File: src/rtl/ram_pkg.sv
// ram_pkg: shared types and helpers for the ram_hs memory macro.
//   ram_state_e : controller state (clear sequence, normal operation)
//   ram_depth() : word count for a given address width
//   par_even()  : even parity of a data word, zero-extended to PAR_MAX_W
package ram_pkg;

   localparam int unsigned PAR_MAX_W = 64;

   typedef enum logic [0:0] {
      RAM_INIT = 1'b0,
      RAM_RUN  = 1'b1
   } ram_state_e;

   function automatic int unsigned ram_depth(input int unsigned addr_w);
      return 32'd1 << addr_w;
   endfunction

   // Callers zero-extend narrower words; zeros do not change parity.
   function automatic logic par_even(input logic [PAR_MAX_W-1:0] data);
      return ^data;
   endfunction

endpackage

File: src/rtl/ram_hs_array.sv
// ram_hs_array: storage array for ram_hs, single address shared by one
// synchronous write port and one synchronous read port.
//   clk, rst_n : clock, async active-low reset (read register only)
//   we, wdata  : write enable / data, written on the rising edge
//   re         : read enable; rdata updates only when re is high
//   addr       : word address for both ports
//   rdata      : registered read word, holds between reads
module ram_hs_array
   import ram_pkg::*;
#(
   parameter int unsigned WORD_W = 8,
   parameter int unsigned ADDR_W = 6
) (
   input  logic              clk,
   input  logic              rst_n,
   input  logic              we,
   input  logic              re,
   input  logic [ADDR_W-1:0] addr,
   input  logic [WORD_W-1:0] wdata,
   output logic [WORD_W-1:0] rdata
);

   localparam int unsigned DEPTH = ram_depth(ADDR_W);

   logic [WORD_W-1:0] mem_q [DEPTH];
   logic [WORD_W-1:0] rdata_q;

   // Storage has no reset; the controller clears it after reset.
   always_ff @(posedge clk) begin
      if (we) begin
         mem_q[addr] <= wdata;
      end
   end

   // Read register holds its word until the next enabled read.
   always_ff @(posedge clk or negedge rst_n) begin
      if (!rst_n) begin
         rdata_q <= '0;
      end else if (re) begin
         rdata_q <= mem_q[addr];
      end
   end

   assign rdata = rdata_q;

endmodule

File: src/rtl/ram_hs.sv
// ram_hs: single-port synchronous RAM with valid/ready request channel and
// registered read-response channel. Clears every word to zero after reset.
// Optional build macro RAM_PARITY_EN adds one even-parity bit per word.
//   clk, rst_n            : clock, async active-low reset
//   req_valid/req_ready   : request handshake (req_ready is combinational)
//   req_we, req_addr,
//   req_wdata             : request payload (1 = write)
//   inj_par_err           : store inverted parity on a write (parity build)
//   rsp_valid/rsp_ready   : response handshake
//   rsp_rdata, rsp_err    : read data and parity mismatch flag
//   init_done             : clear sequence finished
module ram_hs
   import ram_pkg::*;
#(
   parameter int unsigned DATA_W = 8,
   parameter int unsigned ADDR_W = 6
) (
   input  logic              clk,
   input  logic              rst_n,
   input  logic              req_valid,
   output logic              req_ready,
   input  logic              req_we,
   input  logic [ADDR_W-1:0] req_addr,
   input  logic [DATA_W-1:0] req_wdata,
   input  logic              inj_par_err,
   output logic              rsp_valid,
   input  logic              rsp_ready,
   output logic [DATA_W-1:0] rsp_rdata,
   output logic              rsp_err,
   output logic              init_done
);

`ifdef RAM_PARITY_EN
   localparam int unsigned PAR_W = 1;
`else
   localparam int unsigned PAR_W = 0;
`endif
   localparam int unsigned WORD_W   = DATA_W + PAR_W;
   localparam int unsigned DEPTH    = ram_depth(ADDR_W);
   localparam logic [ADDR_W:0] PTR_LAST = (ADDR_W+1)'(DEPTH - 1);
   localparam logic [ADDR_W:0] PTR_ONE  = (ADDR_W+1)'(1);

   ram_state_e        state_q, state_d;
   logic [ADDR_W:0]   ptr_q, ptr_d;
   logic              rsp_valid_q, rsp_valid_d;
   logic              init_done_q, init_done_d;
   logic              req_fire;

   logic              arr_we, arr_re;
   logic [ADDR_W-1:0] arr_addr;
   logic [WORD_W-1:0] arr_wdata, arr_rdata;
   logic [WORD_W-1:0] wr_word;

   // Stored word for a RUN write, plus the response error derived from
   // the registered read word (parity of a zero word is zero, so '0 is a
   // correctly-parity'd clear value in both builds).
`ifdef RAM_PARITY_EN
   assign wr_word = {par_even(PAR_MAX_W'(req_wdata)) ^ inj_par_err, req_wdata};
   assign rsp_err = ^arr_rdata;
`else
   logic unused_inj;
   assign unused_inj = inj_par_err;
   assign wr_word    = req_wdata;
   assign rsp_err    = 1'b0;
`endif

   // State and handshake registers.
   always_ff @(posedge clk or negedge rst_n) begin
      if (!rst_n) begin
         state_q     <= RAM_INIT;
         ptr_q       <= '0;
         rsp_valid_q <= 1'b0;
         init_done_q <= 1'b0;
      end else begin
         state_q     <= state_d;
         ptr_q       <= ptr_d;
         rsp_valid_q <= rsp_valid_d;
         init_done_q <= init_done_d;
      end
   end

   // Next state, handshake and array port mux (clear vs. request).
   always_comb begin
      state_d     = state_q;
      ptr_d       = ptr_q;
      rsp_valid_d = rsp_valid_q;
      init_done_d = init_done_q;
      req_ready   = 1'b0;
      req_fire    = 1'b0;
      arr_we      = 1'b0;
      arr_re      = 1'b0;
      arr_addr    = req_addr;
      arr_wdata   = wr_word;

      case (state_q)
         RAM_INIT: begin
            arr_we    = 1'b1;
            arr_addr  = ptr_q[ADDR_W-1:0];
            arr_wdata = '0;
            ptr_d     = ptr_q + PTR_ONE;
            if (ptr_q == PTR_LAST) begin
               state_d = RAM_RUN;
            end
         end
         RAM_RUN: begin
            init_done_d = 1'b1;
            req_ready   = !rsp_valid_q || rsp_ready;
            req_fire    = req_valid && req_ready;
            arr_we      = req_fire && req_we;
            arr_re      = req_fire && !req_we;
            // A new read refills the slot; otherwise consumption empties it.
            if (arr_re) begin
               rsp_valid_d = 1'b1;
            end else if (rsp_ready) begin
               rsp_valid_d = 1'b0;
            end
         end
         default: begin
            state_d = RAM_INIT;
         end
      endcase
   end

   ram_hs_array #(
      .WORD_W (WORD_W),
      .ADDR_W (ADDR_W)
   ) u_array (
      .clk   (clk),
      .rst_n (rst_n),
      .we    (arr_we),
      .re    (arr_re),
      .addr  (arr_addr),
      .wdata (arr_wdata),
      .rdata (arr_rdata)
   );

   assign rsp_valid = rsp_valid_q;
   assign rsp_rdata = arr_rdata[DATA_W-1:0];
   assign init_done = init_done_q;

endmodule

File: config.mk
export PLATFORM = sky130hd
export DESIGN_NAME = ram_hs
export DESIGN_NICKNAME = d
export VERILOG_FILES = /design/src/rtl/ram_pkg.sv /design/src/rtl/ram_hs_array.sv /design/src/rtl/ram_hs.sv
export SDC_FILE = /design/constraint.sdc
export NUM_CORES = 1
export LEC_CHECK = 0
export BUFFER_PORTS_ARGS = -buffer_cell sky130_fd_sc_hd__buf_2
export CAP_MARGIN = 20
export CORE_MARGIN = 2
export CORE_UTILIZATION = 35
export DETAILED_ROUTE_END_ITERATION = 6
export GPL_ROUTABILITY_DRIVEN = 1
export PLACE_DENSITY_LB_ADDON = 0.05
export SYNTH_ARGS = -nofsm -noshare
export SYNTH_HDL_FRONTEND = slang
export SYNTH_HIERARCHICAL = 1
export SYNTH_SLANG_ARGS = --single-unit
export TNS_END_PERCENT = 30
File: constraint.sdc
create_clock -name clk -period 4.5 [get_ports clk]
set_input_delay 0.45 -clock clk [delete_from_list [all_inputs] [get_ports clk]]
set_output_delay 0.45 -clock clk [all_outputs]
set_load 0.02 [all_outputs]
# [After elaboration in Yosys (flattened, before gate mapping)]
# Memories as Yosys holds them, arrays and structs flattened. A register that Yosys moved wholly into a read port is not among the register bits.
# Index checks and enable logic that the tools add are counted.
[op_classes] n_bitwise=1 add_sub_neg=1 n_div=0 n_mux=11 reduce_logical=9 n_mul=0 n_eq_ne=1 order_cmp=0 n_shift=0
[op_table] operator="$mux W1" n=8
[op_table] operator="$mux W8" n=1
[op_table] operator="$add A7 B1 Y7 const B" n=1
[op_table] operator="$eq A7 B6 Y1 const B" n=1
[op_table] operator="$mux W6" n=1
[op_table] operator="$logic_and A1 B1 Y1" n=3
[op_table] operator="$logic_not A1 Y1" n=3
[op_table] operator="$pmux W1 S2" n=1
[op_table] operator="$reduce_and A2 Y1" n=1
[op_table] operator="$reduce_bool A2 Y1" n=1
[op_table] operator="$logic_or A1 B1 Y1" n=1
[op_table] operator="$not A1 Y1" n=1
[totals] n_memories=1 romBits=0 inputBits=20 latchBits=0 ff_bits=10 ram_bits=512
[mem_list] name="u_array.mem_q" depth=64 width=8 rd=1 rd_clocked_by_memory_dff=1 wr=1 line="ram_hs_array.sv:25" source="logic [WORD_W-1:0] mem_q [DEPTH];"

# [Depth between registers and ports, before layout]
[depth] depth_word=7 mapped_depth=12 depth_no_buf=7

# [Hierarchy]
# Netlist, hierarchy kept.
[by_module_without_submodules] module="ram_hs_array" area_per_inst_um2=20375.8 cells_each=1142 instances=1
[by_module_without_submodules] module="ram_hs" area_per_inst_um2=566.8 cells_each=52 instances=1

# [Worst setup path after synthesis]
# No wires, ideal clock.
[synth_timing] kind="register -> register" start="register state_q" end="memory u_array.mem_q[57][0], enable pin" t_arrival_ns=2.504 synth_period_minus_slack_ns=2.875 setup_ns=0.371 path_stages_with_launch=11 path_slack_ns=1.625 path_cell_list="dfrtp_1 > buf_4 > mux2_2 > buf_2 > buf_4 > buf_4 > buf_2 > buf_2 > nor2b_1 > nand2_1 > nor2_1"
[synth_lines] item="start: declaration" line="ram_hs.sv:43" source="ram_state_e state_q, state_d;"
[synth_lines] item="start signal: assignment" line="ram_hs.sv:75" source="state_q <= state_d;"
[synth_lines] item="$mux W6" line="ram_hs.sv:95" source="case (state_q)"
[synth_lines] item="via arr_addr[2]" line="ram_hs.sv:50" source="logic [ADDR_W-1:0] arr_addr;"
[synth_lines] item="end: declaration" line="ram_hs_array.sv:25"
# The timed path passes the listed nets, and every way through them passes these cells.

# [Final worst setup path]
[layout_timing] start="register state_q" end="memory u_array.mem_q[42][0], enable pin"
# Same word-level chain as after synthesis.

==> reports/metrics.cfg <==
[drt]
routedWlPerCell_um = 30.34
postRouteAntennaNets = 0
drt-total-wl_um = 64410
drt_iter0_markers = 1106
dr.pass1.iters = 7
vias = 11820
drc = 6
vias_per_cell = 5.568

[synthesis]
ys.flop_type = edfxtp_1
yosys.area.top_type_share = 0.7341
synth_area_leaders = edfxtp_1 73%, mux4_2 3.4%, mux2i_1 3.1%, mux2_2 3.0%, dfrtp_1 2.2%
ys_seq_area_frac = 0.7556
ys_ff_latch = 530
synthArstFlopShare = 0.03396
syn_area_um2 = 20940
synth_edf_count = 512
synth_cells = 1194
synth_top_cell_by_area = edfxtp_1
avgSynthCellArea_um2 = 17.54
yosysMostFrequentCell = edfxtp_1
syn_nets = 1215
synth_cell_type_count = 63
ys_warn_count = 6
ys_top_cells_by_count = 512 x edfxtp_1, 88 x nor2_1, 65 x mux2i_1

[cells_and_area]
n_fill_cell = 5352
areaGrowthSynthToFinish_pct = 15.64
drive_gt1_frac = 0.2350
layout.nets = 1324
ff_latch_area_um2 = 15830
multi_input_area_um2 = 4750
fin_util = 0.4096

[clock_network]
root_buffer = clkbuf_16
cts_setup_buffers = 0
cts_max_path_buffers = 3
cts_tree = built
postCtsHoldBufs = 1
cts_resized = 0
clkSinkCount = 530
h-tree-depth = 2
numCtsBuffers = 58
cts.clk_slew.worst_paths_ps = 60
clock_latency_ps = 620

[sta]
finalMaxSlewViolations = 0
relSlewSlack = 0.2819
finalHoldViolCount = 0
layout_worst_path_cycle_share = 0.8304
finalCriticalPeriod_ps = 3737
setup_viol_count_final = 0
rsz0062_at_grt = false
fin_skew_ps = 15.69
finalSetupTns_ps = 0
clock.fmax_mhz = 267.6
tightest_slew_ps = 1077

[power]
seqPwrFrac = 0.545
power_leakage_uw = 0.006592
power_switching_uw = 1939
vdd.ir_drop.worst_v = 0.0003164
clkPwrFrac = 0.453
p_per_area_nw_per_um2 = 403.5
switching_share = 0.1984
pwr-share-comb = 0.001
p_int_uw = 7834

[critical_path]
start_kind = register
crit_path_end = u_array/mem_q[42][0]$_DFFE_PP_
r2r-end = u_array/mem_q[42][0]$_DFFE_PP_
crit_chain = mux2_8, nor2b_2, buf_12, nand2_1, nor2_1
crit_fanout = 47
worstPathRequired_ps = 4740
reg2reg_depth = 5
cp.depth = 5
rr_startpoint = state_q$_DFF_PN0_
worstSetupPathType = reg -> reg
worstSetupEndpointType = register
critPathMaxStageDelay_ps = 870
r2r_slack_ps = 760
crit_start = state_q$_DFF_PN0_
cp_top_family = simple AND/OR/NAND/NOR gates
critical_path_buf_inv_count = 1
cpMaxStageDelayCell = nor2_1
arrival_ps = 3980

[floorplan]
rows = 89
die_y_um = 248.6
io_pins = 32
dieArea_um2 = 61810
die_w_um = 248.6
start_util = 0.3542
coreArea_um2 = 59130

[grt]
grt_max_degree = 65
grt_pass1_vias = 11850
grt_util_all_layers = 0.2086
antenna_found_initial = 4
overflow = 0
grt_pass1_wl_um = 92000

[placement]
port_buffers = 29
gp_congestion = 0.7894
post-dp-hpwl_um = 40570

[run_status]
status = finished, violations left
failed_checks = DRC

[worst_hold_path]
hold_class = in -> reg

[run]
cap_violations = 0

[worst min-delay path, delay by kind of cell]
family	cells	cell delay [ps]
AOI/OAI and AO/OA	1	100
and+or+nand+nor	2	250
buffers and inverters	1	90
[cell type report]
cell class / instances / area share
Antenna cell: 1 / 0.0001033
Clock buffer: 72 / 0.06298
Timing Repair Buffer: 127 / 0.03802
Inverter: 4 / 0.0006200
Sequential cell: 530 / 0.6534
Multi-Input combinational cell: 582 / 0.1961
Clock inverter: 34 / 0.008783
Tap cell: 773 / 0.03994
[cell families (layout without fill, tap and decap cells)]
| kind of cell | count (synthesis) | in the layout | synth area share |
|---|---|---|---|
| other | 1 | 2 | 0.0001791 |
| adder cells (fa/ha/maj) | 1 | 1 | 0.0005973 |
| buffers and inverters | 82 | 237 | 0.02037 |
| XOR/XNOR | 6 | 6 | 0.002509 |
| flip-flops | 530 | 530 | 0.7556 |
| multiplexers | 155 | 155 | 0.09667 |
| AO/OA/AOI/OAI | 226 | 226 | 0.08084 |
| AND/OR/NAND/NOR | 193 | 193 | 0.04320 |
[sequential cells by signal, summed over array words and instances (netlist names)]
signal,count
u_array/mem_q,512
u_array/rdata,8
ptr_q,7
init_done,1
rsp_valid,1
state_q,1
[per-stage QoR]
step / cells / power [µW] / setup WS (ps) / hold slack, ps / instance area [µm²]
floorplan: 1194 / 5432 / 1625 / 154.4 / 20940
global placement: 2015 / 5444 / 778.7 / 449.1 / 22470
detailed placement: 2015 / 5444 / 763.4 / 451.4 / 22470
CTS: 2122 / 9885 / 737.2 / 277.0 / 24220
global route: 2122 / 10050 / 573.7 / 340.0 / 24220
finish: 2123 / 9773 / 763.2 / 317.5 / 24220
[power groups by stage]
stage	Combinational, µW	Sequential, µW	Clock (µW)
2_1_floorplan	1.89	5430	0
3_3_place_gp	13.5	5430	0
3_5_place_dp	13.5	5430	0
4_1_cts	14.2	5330	4540
5_1_grt	15.3	5320	4720
6_report	13.7	5330	4430
[cells in the final DEF, fill, tap and decap left out, drive strengths merged, types with 10 or more instances in the layout]
master,instances
edfxtp,512
buf,126
nor2,88
clkbuf,72
mux2i,65
mux2,58
a221oi,46
a22oi,40
nand2,36
mux4,32
clkinv,29
a21oi,25
o21ai,25
o22ai,22
nand3,18
dfrtp,18
and2,12
a221o,10
[layer usage]
metal	share of wire	GRT usage	routed length, µm	vias up
met3	0.048	0.02753	3100	79
li1	-	-	-	5070
met2	0.47	0.3299	30040	330
met5	0	0	0	-
met4	0.020	0.05212	1271	0
met1	0.47	0.3052	29990	6341
[how the worst min path moves through the flow]
stage	start	end	slack [ps]	cells past startpoint
4_1_cts	rsp_ready	rsp_valid$_DFFE_PN0P_	280	4
6_report	rsp_ready	rsp_valid$_DFFE_PN0P_	320	4
3_3_place_gp	ptr_q[6]$_DFFE_PN0N_	ptr_q[6]$_DFFE_PN0N_	450	1
3_5_place_dp	ptr_q[6]$_DFFE_PN0N_	ptr_q[6]$_DFFE_PN0N_	450	1
5_1_grt	rsp_ready	rsp_valid$_DFFE_PN0P_	340	4
2_1_floorplan	rst_n	init_done$_DFFE_PN0P_	150	0
No activity file was read; power rests on OpenSTA's default activity.
